--- src/rtl/uart_tx_arbiter.sv ---
// uart_tx_arbiter: shares one UART transmitter among N_REQ byte sources.
// Round-robin pick from rr_ptr, with a packet lock: the owner keeps the TX
// until it sends a byte flagged last. Each byte goes out as a one-cycle
// transmit pulse and is paced by busy_tx.
// Optional feature: define TX_TIMEOUT_EN to abort a packet that stays in
// START or BUSY for TIMEOUT_CYC cycles (err_timeout pulse, grant dropped).
module uart_tx_arbiter #(
  parameter int N_REQ       = 4,
  parameter int TIMEOUT_CYC = 100000
) (
  input  logic               clk,
  input  logic               rst,
  input  logic [N_REQ-1:0]   req_valid,
  input  logic [8*N_REQ-1:0] req_data,
  input  logic [N_REQ-1:0]   req_last,
  output logic [N_REQ-1:0]   req_ready,
  output logic [N_REQ-1:0]   grant,
  output logic               transmit,
  output logic [7:0]         data_tx,
  input  logic               busy_tx,
  output logic               err_timeout
);

  localparam int PW = (N_REQ > 1) ? $clog2(N_REQ) : 1;

  if (N_REQ < 2 || N_REQ > 8 || TIMEOUT_CYC < 1) begin : g_bad_param
    $error("uart_tx_arbiter: N_REQ must be 2..8 and TIMEOUT_CYC >= 1");
  end

  typedef enum logic [1:0] {IDLE, LOAD, START, BUSY} state_t;

  state_t           state_q, state_d;
  logic [N_REQ-1:0] grant_d;
  logic [PW-1:0]    rr_ptr_q, rr_ptr_d;
  logic [7:0]       data_tx_d;
  logic             last_q, last_d;
  logic             transmit_d;
  logic             err_d;

  logic [PW-1:0]    owner;
  logic [PW-1:0]    owner_next;
  logic             owner_valid;
  logic             owner_last;
  logic [7:0]       owner_byte;
  logic [PW-1:0]    winner;
  logic             win_found;
  logic             tmo_hit;

  // Only the current owner is ever offered ready, and only while loading.
  assign req_ready  = grant & {N_REQ{state_q == LOAD}};
  assign owner_next = (owner == PW'(N_REQ - 1)) ? '0 : owner + 1'b1;

  // Decode the owner index and its request signals from the one-hot grant.
  always_comb begin
    owner       = '0;
    owner_valid = 1'b0;
    owner_last  = 1'b0;
    owner_byte  = '0;
    for (int i = 0; i < N_REQ; i++) begin
      if (grant[i]) begin
        owner       = PW'(i);
        owner_valid = req_valid[i];
        owner_last  = req_last[i];
        owner_byte  = req_data[8*i +: 8];
      end
    end
  end

  // Round-robin search: first valid requester at or above rr_ptr, wrapping.
  always_comb begin
    logic [PW:0] sum;
    sum       = '0;
    winner    = '0;
    win_found = 1'b0;
    for (int k = 0; k < N_REQ; k++) begin
      sum = {1'b0, rr_ptr_q} + (PW+1)'(k);
      if (sum >= (PW+1)'(N_REQ)) sum = sum - (PW+1)'(N_REQ);
      if (!win_found && req_valid[sum[PW-1:0]]) begin
        win_found = 1'b1;
        winner    = sum[PW-1:0];
      end
    end
  end

`ifdef TX_TIMEOUT_EN
  localparam int CW = $clog2(TIMEOUT_CYC + 1);
  logic [CW-1:0] tmo_q, tmo_d;

  assign tmo_hit = (tmo_q == CW'(TIMEOUT_CYC - 1));

  // Cycle counter for START/BUSY; restarts on every state change.
  always_comb begin
    tmo_d = '0;
    if ((state_q == START || state_q == BUSY) && state_d == state_q)
      tmo_d = tmo_q + 1'b1;
  end
`else
  assign tmo_hit = 1'b0;
`endif

  // Next-state and next-output logic of the arbiter FSM.
  always_comb begin
    // NOTE: every signal gets a default before the case so no path leaves it
    // unassigned; an unassigned path in combinational logic infers a latch.
    state_d    = state_q;
    grant_d    = grant;
    rr_ptr_d   = rr_ptr_q;
    data_tx_d  = data_tx;
    last_d     = last_q;
    transmit_d = 1'b0;
    err_d      = 1'b0;
    unique case (state_q)
      IDLE: begin
        if (!busy_tx && win_found) begin
          grant_d = N_REQ'(1) << winner;
          state_d = LOAD;
        end
      end
      LOAD: begin
        if (owner_valid) begin
          data_tx_d  = owner_byte;
          last_d     = owner_last;
          transmit_d = 1'b1;
          state_d    = START;
        end
      end
      START: begin
        if (busy_tx) begin
          state_d = BUSY;
        end else if (tmo_hit) begin
          err_d    = 1'b1;
          grant_d  = '0;
          rr_ptr_d = owner_next;
          state_d  = IDLE;
        end
      end
      BUSY: begin
        if (!busy_tx) begin
          if (last_q) begin
            grant_d  = '0;
            rr_ptr_d = owner_next;
            state_d  = IDLE;
          end else begin
            state_d = LOAD;
          end
        end else if (tmo_hit) begin
          err_d    = 1'b1;
          grant_d  = '0;
          rr_ptr_d = owner_next;
          state_d  = IDLE;
        end
      end
      default: state_d = IDLE;
    endcase
  end

  // State and output registers with synchronous reset.
  always_ff @(posedge clk) begin
    // NOTE: non-blocking assignments so every register samples pre-edge values.
    if (rst) begin
      state_q     <= IDLE;
      grant       <= '0;
      rr_ptr_q    <= '0;
      data_tx     <= '0;
      last_q      <= 1'b0;
      transmit    <= 1'b0;
      err_timeout <= 1'b0;
`ifdef TX_TIMEOUT_EN
      tmo_q       <= '0;
`endif
    end else begin
      state_q     <= state_d;
      grant       <= grant_d;
      rr_ptr_q    <= rr_ptr_d;
      data_tx     <= data_tx_d;
      last_q      <= last_d;
      transmit    <= transmit_d;
      err_timeout <= err_d;
`ifdef TX_TIMEOUT_EN
      tmo_q       <= tmo_d;
`endif
    end
  end

endmodule

--- config.mk ---
export PLATFORM = sky130hd
export DESIGN_NAME = uart_tx_arbiter
export DESIGN_NICKNAME = d
export VERILOG_FILES = /design/src/rtl/uart_tx_arbiter.sv
export SDC_FILE = /design/constraint.sdc
export NUM_CORES = 1
export LEC_CHECK = 0
export CAP_MARGIN = 20
export CORE_AREA = 3 3 59 61
export CTS_BUF_LIST = sky130_fd_sc_hd__clkbuf_4 sky130_fd_sc_hd__clkbuf_8
export CTS_CLUSTER_DIAMETER = 120
export DETAILED_ROUTE_END_ITERATION = 8
export DIE_AREA = 0 0 62 64
export GPL_TIMING_DRIVEN = 0
export PLACE_DENSITY = 0.81
export SETUP_SLACK_MARGIN = 0.1
export SLEW_MARGIN = 20
export SYNTH_ARGS = -nofsm -noshare
export SYNTH_HDL_FRONTEND = slang
export SYNTH_SLANG_ARGS = --single-unit
export TNS_END_PERCENT = 10
--- constraint.sdc ---
create_clock -name clk -period 2.1 [get_ports clk]
set_input_delay 0.63 -clock clk [delete_from_list [all_inputs] [get_ports clk]]
set_output_delay 0.63 -clock clk [all_outputs]
set_load 0.01 [all_outputs]
---- After elaboration in Yosys (flattened, before gate mapping) ----
Cells that the tools add are included.
operators by class
  add/sub/neg operators ................... 8
  magnitude comparators ................... 8
  eq/ne operators ......................... 9
  shift operators ......................... 1
  multiplexer cells ....................... 47
  bitwise gates (word level) .............. 3
  reductions and logical operators ........ 15
operators by type and width
  cell                   number
  $mux W8                4
  $mux W2                15
  $mux W1                19
  $lt A2 B3 Y1 const B   4
  $mux W4                3
  $ne A2 B2 Y1 const B   5
  $ge A3 B3 Y1 const B   3
  $bmux W1 S2            4
  $pmux W2 S4            1
  $pmux W4 S2            1
  $reduce_and A4 Y1      2
  $sub A2 B1 Y2 const B  4
  $add A2 B2 Y3 const B  2
  $eq A2 B2 Y1 const B   3
  $and A4 B4 Y4          1
  $logic_and A1 B1 Y1    4
  $logic_not A1 Y1       4
  $shl A1 B2 Y4 const A  1
  $add A2 B1 Y3 const B  1
  $ge A2 B3 Y1 const B   1
  $reduce_and A3 Y1      1
  $add A2 B1 Y2 const B  1
  $eq A2 B1 Y1 const B   1
  $logic_not A2 Y1       1
  4 further kinds        5
storage, ports and cells
  register bits after elaboration ......... 18
  bits of input ports ..................... 43
  output and inout bits ................... 18
  word-level logic and storage cells ...... 97

---- Longest topological paths before layout ----
Gate-level depths: netlist (run 1).
  depth after elaboration ................. 17
  depth in mapped cells ................... 7
  gate-level depth less buffers ........... 7

---- Least setup slack after synthesis (run 1) ----
OpenSTA, ideal clock, no wires.
  kind .................................... input port to flip-flop
  from .................................... in req_valid[2]
  to ...................................... reg last_q
  library setup time ...................... 137 ps
  arrival time ............................ 1628 ps
  required time ........................... 1963 ps
  path slack .............................. 335 ps
  cell stages on the path ................. 6
  buffers on the path ..................... 1
  path through ............................ and2_1 -> o41ai_4 -> nor2_4 -> buf_6 -> nor2_1 -> a211oi_2
between the ends
  longest elaborated chain between the ends .. 3
ends and longest elaborated chain
  item                         RTL line  source
  start, declared              13        input logic [N_REQ-1:0] req_valid,
  $mux W1 (2 in a row)         60        if (grant[i]) begin
  $reduce_and A2 Y1 (no line)  -
  end signal, assigned         176       last_q <= last_d;
  end, declared                36        logic last_q, last_d;
No other way between the ends.
A chain may end at the register's enable or synchronous reset.

---- Final worst setup path (run 1) ----
  from .................................... reg grant[1]
  to ...................................... out req_ready[1]
between the ends
  longest elaborated chain between the ends .. 1
ends and longest elaborated chain
  item                    RTL line  source
  start, declared         17        output logic [N_REQ-1:0] grant,
  start signal, assigned  173       grant <= grant_d;
  $and A4 B4 Y4           50        assign req_ready = grant & {N_REQ{state_q == LOAD}};
  end, declared           16        output logic [N_REQ-1:0] req_ready,
No other way between the ends.

==> impl_metrics.yaml, run 1 <==
outcome:
  outcome: "finished, final reports clean"
placement:
  numPortBuffers: 58
  dp_worst_setup_slack_ns: -0.345
  dp_cells: 250
  dp_hpwl_mm: 2.75
  gp_congestion: 0.760
synthesis:
  syn_avg_cell_area_um2: 8.17
  ys_seq_area_frac: 0.298
  synth_area_mm2: 0.00121
  synthFlopType: "dfxtp_1"
  synth_warnings: 0
  yosys.area.top_type_share: 0.298
  synth_seq_cells: 18
  yosysMostFrequentCell: "nor2_1"
  syn-num-nets: 195
  synth-edff-count: 0
  synth_common_cells: "nor2_1, dfxtp_1, a21oi_1, nor3_1, a221oi_1"
  post-synth-top-area-cell: "dfxtp_1"
  ys_types: 38
  async_reset_ff_frac: 0
  syn_inst: 148
  synth.area.top_cells: "dfxtp_1, a211oi_2, nor2_1"
power:
  irDropWorstVdd_mv: 0.389
  p_per_area_mw_per_mm2: 639
  fin_total_pwr_mw: 1.24
  leakage_nw: 0.698
floorplanning:
  initial_core_util: 0.399
  num_rows: 20
  top_level_ports: 61
  die_area_mm2: 0.00397
  core_area_mm2: 0.00303
  dieWidth_um: 62
  chipHeight_um: 64
setup_path:
  worstPathArrival_ns: 1.37
  required_ns: 1.47
  r2r_slack_ns: 0.37
  cp_max_fo: 10
  startpoint_type: "register"
  end_kind: "output pin"
  crit_type: "register to output pin"
timing:
  worst_slack_ns: 0.105
  slew_viol_final: 0
  hold_viol: 0
  min_period_ns: 2.00
  clock-skew-final_ns: 0.00121
  relSlewSlack: 0.601
  grt_setup_unrepaired: "yes"
  tightest_slew_ns: 0.599
  setup_viol: 0
  period_share: 0.950
  fmax_mhz: 501
finish:
  fin_nets: 263
  drive_above_1_share: 0.168
  layout.cells.non_filler: 258
  syn_to_final_growth_pct: 60.1
  antenna_cells: 0
global_routing:
  grt_pass1_vias: 1228
  grt_pass1_wl_mm: 5.66
  gr-usage-all-layers: 0.188
  grt-ovfl-total: 0
  grt_max_degree: 11
  antenna_found_initial: 0
clock_tree:
  clock_path_buffers: 2
  clkTransAtPathRegs_ns: 0.10
  clock_latency_ns: 0.29
  cts_sinks: 18
  cts_root_buffer: "clkbuf_4"
  cts_max_level: 1
  cts_buffers: 3
  cts_tree: "done"
detailed_routing:
  wl_per_cell_um: 14.3
  finalWirelength_mm: 3.69
  vias: 1365
  wl_met3_um: 245
  drtIter0Drc: 44
  routed-wl-met2_mm: 1.83
  vias_per_cell: 5.29
  wl_met1_mm: 1.60
  drc: 0
  firstDrtPassIters: 4
  routed.top_layer: "met4"
  detail-route-antenna-nets: 0
job:
  maxCapViolCount: 0
worst_hold_path:
  hold_path.class: "register to register"
## cell families after synthesis
kind of cell	after synthesis	share of synthesized area
AND/OR/NAND/NOR	59	0.239
AO/OA/AOI/OAI	47	0.339
flip-flops	18	0.298
buffers and inverters	17	0.0621
adder cells (fa/ha/maj)	4	0.0414
multiplexers	2	0.0176
other	1	0.00310
## registers in the layout, indices dropped and copies added, names as in the netlist
signal	cells
transmit	1
state_q	2
data_tx	8
rr_ptr_q	2
last_q	1
grant	4
## per-layer routing
layer	GRT usage	vias to the layer above
met5	0	-
met3	0.0384	4
li1	-	680
met4	0.0398	0
met1	0.252	626
met2	0.304	55
## cell usage in the layout (no fill, tap or decap), types with 3 or more instances in the layout
cell type and count:
dfxtp_1 14, clkbuf_1 4, clkbuf_4 6, ha_1 3
a221oi_1 10, a21oi_1 13, nor3_1 12, nor2_1 29
inv_1 6, buf_4 6, clkdlybuf4s50_1 50, a211oi_2 9
dfxtp_2 3, nand2_1 5, and2_1 3, dlygate4sd2_1 6
## power breakdown
part           switching (mW)  total, mW  internal, mW
Clock                   0.104      0.171        0.0669
Combinational           0.318      0.646         0.328
Sequential             0.0326      0.420         0.387
Total                   0.455       1.24         0.782
## worst max-delay path, cell delays in order (launching register included)
cell and delay [ns]:
dfxtp_2 0.41, clkbuf_4 0.24, and2_1 0.15, dlygate4sd2_1 0.26
## path summary, 6_finish.rpt
| path | startpoint | depth (start not counted) | endpoint |
|---|---|---|---|
| worst min-delay path | rr_ptr_q[0] | 2 | rr_ptr_q[0] |
| worst min register to register | rr_ptr_q[0] | 2 | rr_ptr_q[0] |
| worst max register to register | state_q[0] | 5 | grant[2] |
| worst max-delay path | grant[1] | 3 | req_ready[1] |
## layout make-up
type / instances / area [µm²]
fill: 289 / 1090
multi-input combinational: 113 / 788
timing repair buffer: 63 / 616
sequential: 18 / 368
buffer: 10 / 60.1
tap: 44 / 55.1
inverter: 7 / 26.3
clock buffer: 3 / 22.5
## what timing repair did
action	in CTS	in global routing
pin swaps	3	1
setup buffers	4	1
endpoints found under the setup margin	21	19
cloned	0	0
hold buffers	0	0
gates resized for setup	20	4
## metrics by stage
| stage | hold slack, ns | util | TNS, ns | cell area, µm² |
|---|---|---|---|---|
| 4_1_cts | 0.510 | 0.633 | 0 | 1920 |
| 3_3_place_gp | 0.482 | 0.609 | -4.22 | 1840 |
| 6_report | 0.506 | 0.639 | 0 | 1940 |
| 5_1_grt | 0.548 | 0.639 | 0 | 1940 |
| 3_5_place_dp | 0.486 | 0.609 | -4.58 | 1840 |
| 2_1_floorplan | 0.457 | - | 0 | 1210 |
No activity file was read; power rests on OpenSTA's default activity.
==> run 2: changes to the inputs <==
- SKIP_CTS_REPAIR_TIMING: default -> 1
==> run 2 against run 1 <==
  * Die area stayed put
  * Sequential share of layout area is 0.15 points higher
  * Utilization is 0.50 points lower
  * Final area is 0.78% lower
  * Combinational power is 5.4% lower
  * Largest cell class unchanged
  * Sequential power is 3% higher
  * Total power is 1.5% lower
  * Sequential cell count stayed put
  * Clock skew is 0.0052 ns higher
  * Non-clock buffer count is 5 lower
  * Routed wire length is 1.4% lower
==> impl_metrics.yaml, run 2 (same netlist as run 1, synthesis figures left out) <==
outcome:
  outcome: "finished, final reports clean"
setup_path:
  crit_family: "buffers and inverters"
  worstPathArrival_ns: 1.28
  crit_chain: "clkdlybuf4s50_1"
  cp_max_fo: 7
  end_kind: "output pin"
  worst_path_largest_cell_delay_ns: 0.56
  startpoint_type: "register"
  required_ns: 1.47
  crit_buf_inv: 1
  crit_type: "register to output pin"
  cp_slowest_cell: "clkdlybuf4s50_1"
placement:
  numPortBuffers: 58
  dp_hpwl_mm: 2.75
  gp_congestion: 0.760
  dp_cells: 250
  dp_worst_setup_slack_ns: -0.345
timing:
  min_period_ns: 1.91
  grt_setup_unrepaired: "no"
  tightest_slew_ns: 0.583
  relSlewSlack: 0.611
  tns_ns: 0
  period_share: 0.911
  whs_ns: 0.507
  slew_viol_final: 0
  clock-skew-final_ns: 0.00643
  fmax_mhz: 522
  worst_slack_ns: 0.186
  hold_viol: 0
  setup_viol: 0
clock_tree:
  cts_buffers: 3
  cts_tree: "done"
  cts_root_buffer: "clkbuf_4"
  cts_sinks: 18
  cts_max_level: 1
  clock_latency_ns: 0.30
  clkTransAtPathRegs_ns: 0.10
  clock_path_buffers: 2
finish:
  final_common_cell: "clkdlybuf4s50_1"
  antenna_cells: 0
  largest_register_ffs: 8
  largest_registers: "data_tx (8), grant (4)"
  fin_util: 0.634
  syn_to_final_growth_pct: 58.9
  final_cell_mix: "clkdlybuf4s50_1, nor2_1, dfxtp_1"
  drive_above_1_share: 0.139
  fin_nets: 258
  regMostFlops: "data_tx"
  layout.cells.non_filler: 253
global_routing:
  grt-ovfl-total: 0
  antenna_found_initial: 0
  grt_pass1_wl_mm: 5.60
  gr-usage-all-layers: 0.187
  grt_pass1_vias: 1205
  grt_max_degree: 11
detailed_routing:
  drc: 0
  vias_per_cell: 5.25
  finalWirelength_mm: 3.64
  detail-route-antenna-nets: 0
  firstDrtPassIters: 4
  wl_per_cell_um: 14.4
  vias: 1328
  drtIter0Drc: 66
worst_hold_path:
  hold_path.class: "register to register"
power:
  comb_power_share: 0.501
  p_per_area_mw_per_mm2: 634
  leakage_nw: 0.746
  sw_frac_of_total: 0.376
  clockPowerShare: 0.145
  internal-power_uw: 761
  switchingPower_uw: 458
  irDropWorstVdd_mv: 0.430
  pwr-share-seq: 0.353
floorplanning:
  num_rows: 20
  chipHeight_um: 64
  core_area_mm2: 0.00303
  initial_core_util: 0.399
  top_level_ports: 61
  dieWidth_um: 62
  die_area_mm2: 0.00397
job:
  maxCapViolCount: 0
==> run 2: cell types whose count changed in the layout (fill, tap and decap cells not counted), sizes merged <==
cell	delta
clkbuf	-2
dlygate4sd2	-6
buf	-3
dlymetal6s2s	+6
==> run 2: power by group through the flow <==
stage / Clock (mW) / Sequential, mW / Combinational (mW)
final: 0.177 / 0.431 / 0.611
after global routing: 0.184 / 0.438 / 0.675
after CTS: 0.176 / 0.424 / 0.590
after detailed placement: 0 / 0.432 / 0.586
after global placement: 0 / 0.430 / 0.575
after floorplan: 0 / 0.436 / 0.364
==> run 2: final timing paths <==
kind                             startpoint  cells after the start     endpoint  slack [ns]
worst min register to register  rr_ptr_q[0]                      2  rr_ptr_q[0]        0.51
worst max register to register   state_q[0]                      6   state_q[0]        0.32
worst max-delay path               grant[3]                      1     grant[3]        0.19
worst min-delay path            rr_ptr_q[0]                      2  rr_ptr_q[0]        0.51
==> run 2: cell type report <==
| type | instances | area (µm²) |
|---|---|---|
| fillers | 284 | 1110 |
| multi-input cells | 113 | 791 |
| repair buffers | 58 | 601 |
| flip-flops and latches | 18 | 368 |
| plain buffers | 10 | 57.6 |
| well taps | 44 | 55.1 |
| inverters | 7 | 26.3 |
| clock buffers | 3 | 22.5 |
==> run 2: layer usage <==
metal / part of all wire / wire, µm / vias to the layer above / GRT usage
li1: - / - / 669 / -
met1: 0.44 / 1610 / 607 / 0.254
met2: 0.49 / 1770 / 48 / 0.298
met3: 0.065 / 238 / 4 / 0.0384
met4: 0.0074 / 27 / 0 / 0.0398
met5: 0 / 0 / - / 0
==> run 2: through the flow <==
stage	cell area, µm²	total power, mW
2_1_floorplan	1210	0.800
3_3_place_gp	1840	1.00
3_5_place_dp	1840	1.02
4_1_cts	1870	1.19
5_1_grt	1920	1.30
6_report	1920	1.22
==> run 3: changes to the inputs <==
- CORE_AREA: 3 3 59 61 -> 3 3 54 66
- DIE_AREA: 0 0 62 64 -> 0 0 57 69
- SLEW_MARGIN: 20 -> 30
==> run 3 against run 2 <==
  * Clock skew decreased by 0.0057 ns
  * Largest cell class unchanged
  * Final area increased by 0.85%
  * Worst hold slack improved by 0.030 ns
  * Final cell count decreased by 2.8%
  * Critical path type unchanged
  * Clock power increased by 19%
  * Routed wire length increased by 0.16%
  * Worst setup slack got worse by 0.011 ns
  * Die area decreased by 0.88%
  * Register-to-register slack got worse by 0.02 ns
  * Combinational power about the same
  * Sequential cell count unchanged
  * Critical endpoint is now req_ready[2]
==> impl_metrics.yaml, run 3 (same netlist as run 1, synthesis figures left out) <==
timing:
  tightest_slew_ns: 0.597
  setup_viol: 0
  period_share: 0.917
  slew_viol_final: 0
  hold_viol: 0
  relSlewSlack: 0.602
  worst_slack_ns: 0.175
  fmax_mhz: 519
  grt_setup_unrepaired: "yes"
  min_period_ns: 1.93
  clock-skew-final_ns: 0.000688
finish:
  drive_above_1_share: 0.143
  final_cell_mix: "clkdlybuf4s50_1, nor2_1, dfxtp_1"
  layout.cells.non_filler: 246
  largest_registers: "data_tx (8), grant (4)"
  largest_register_ffs: 8
  design_area_mm2: 0.00194
  antenna_cells: 0
  fill_cells: 280
  fin_nets: 258
  final_common_cell: "clkdlybuf4s50_1"
  regMostFlops: "data_tx"
  syn_to_final_growth_pct: 60.2
floorplanning:
  die_area_mm2: 0.00393
  chipHeight_um: 69
  core_area_mm2: 0.00303
  dieWidth_um: 57
  initial_core_util: 0.399
  top_level_ports: 61
  num_rows: 22
detailed_routing:
  drtIter0Drc: 34
  finalWirelength_mm: 3.65
  vias_per_cell: 5.48
  drc: 0
  wl_per_cell_um: 14.8
  detail-route-antenna-nets: 0
  vias: 1348
  firstDrtPassIters: 4
power:
  clockPowerShare: 0.168
  switchingPower_uw: 451
  comb_power_share: 0.488
  p_per_area_mw_per_mm2: 645
  fin_total_pwr_mw: 1.25
  irDropWorstVdd_mv: 0.557
  internal-power_uw: 797
  sw_frac_of_total: 0.362
  pwr-share-seq: 0.344
  leakage_nw: 0.754
worst_hold_path:
  hold_path.class: "register to register"
  whs_path_depth: 2
global_routing:
  grt-ovfl-total: 0
  gr-usage-all-layers: 0.191
  grt_max_degree: 11
  met3_usage: 0.0468
  grt_pass1_vias: 1321
  use_met2: 0.309
  globalRouteMet1Util: 0.252
  grt-busiest-layer: "met2"
  antenna_found_initial: 0
  grt_pass1_wl_mm: 6.13
setup_path:
  required_ns: 1.47
  reg2reg_depth: 6
  end_kind: "output pin"
  crit_type: "register to output pin"
  startpoint_type: "register"
  cp_max_fo: 5
  worstPathArrival_ns: 1.30
clock_tree:
  cts_tree: "done"
  cts_sinks: 18
  clock_path_buffers: 2
  clock_latency_ns: 0.29
  cts_root_buffer: "clkbuf_4"
  cts_buffers: 3
  cts_max_level: 1
  clkTransAtPathRegs_ns: 0.10
placement:
  dp_worst_setup_slack_ns: -0.382
  placed_area_mm2: 0.00183
  dp_hpwl_mm: 2.74
  gp_congestion: 0.860
  numPortBuffers: 58
  dp_cells: 242
outcome:
  outcome: "finished, final reports clean"
job:
  maxCapViolCount: 0
-- run 3: final cells by class --
| class | count | area, µm² | area share |
|---|---|---|---|
| clock buffer | 4 | 36.3 | 0.0187 |
| timing repair buffer | 58 | 601 | 0.310 |
| multi-input combinational | 113 | 797 | 0.411 |
| buffer | 10 | 61.3 | 0.0317 |
| sequential | 18 | 370 | 0.191 |
| tap | 36 | 45.0 | 0.0233 |
| inverter | 7 | 26.3 | 0.0136 |
-- run 3: through the flow --
step	hold slack, ns	TNS [ns]	util
after detailed placement	0.521	-4.74	0.606
after CTS	0.539	-1.69	0.618
final	0.537	0	0.640
after floorplan	0.457	0	-
after global routing	0.548	0	0.640
after global placement	0.489	-4.48	0.606
-- run 3: path summary, 6_finish.rpt --
path	start	to	slack, ns
max reg2reg	state_q[0]	state_q[0]	0.30
min	data_tx[6]	data_tx[6]	0.54
min reg2reg	data_tx[6]	data_tx[6]	0.54
max	state_q[1]	req_ready[2]	0.17
-- run 3: per-layer routing --
metal / wire, µm / share of wire
met3: 193 / 0.053
met4: 58 / 0.016
met1: 1580 / 0.43
met2: 1810 / 0.50
met5: 0 / 0
-- run 3: critical path: stages, from the launching register on --
cell and delay, ns:
dfxtp_2 0.37, inv_1 0.08, ha_4 0.17, inv_1 0.15
nor2_1 0.05, dlymetal6s2s_1 0.18
-- run 3: power groups by stage --
stage               sequential (mW)  combinational [mW]  clock, mW
floorplan                     0.436               0.364          0
global placement              0.429               0.578          0
detailed placement            0.431               0.587          0
CTS                           0.423               0.591      0.216
global route                  0.436               0.679      0.239
finish                        0.429               0.609      0.210
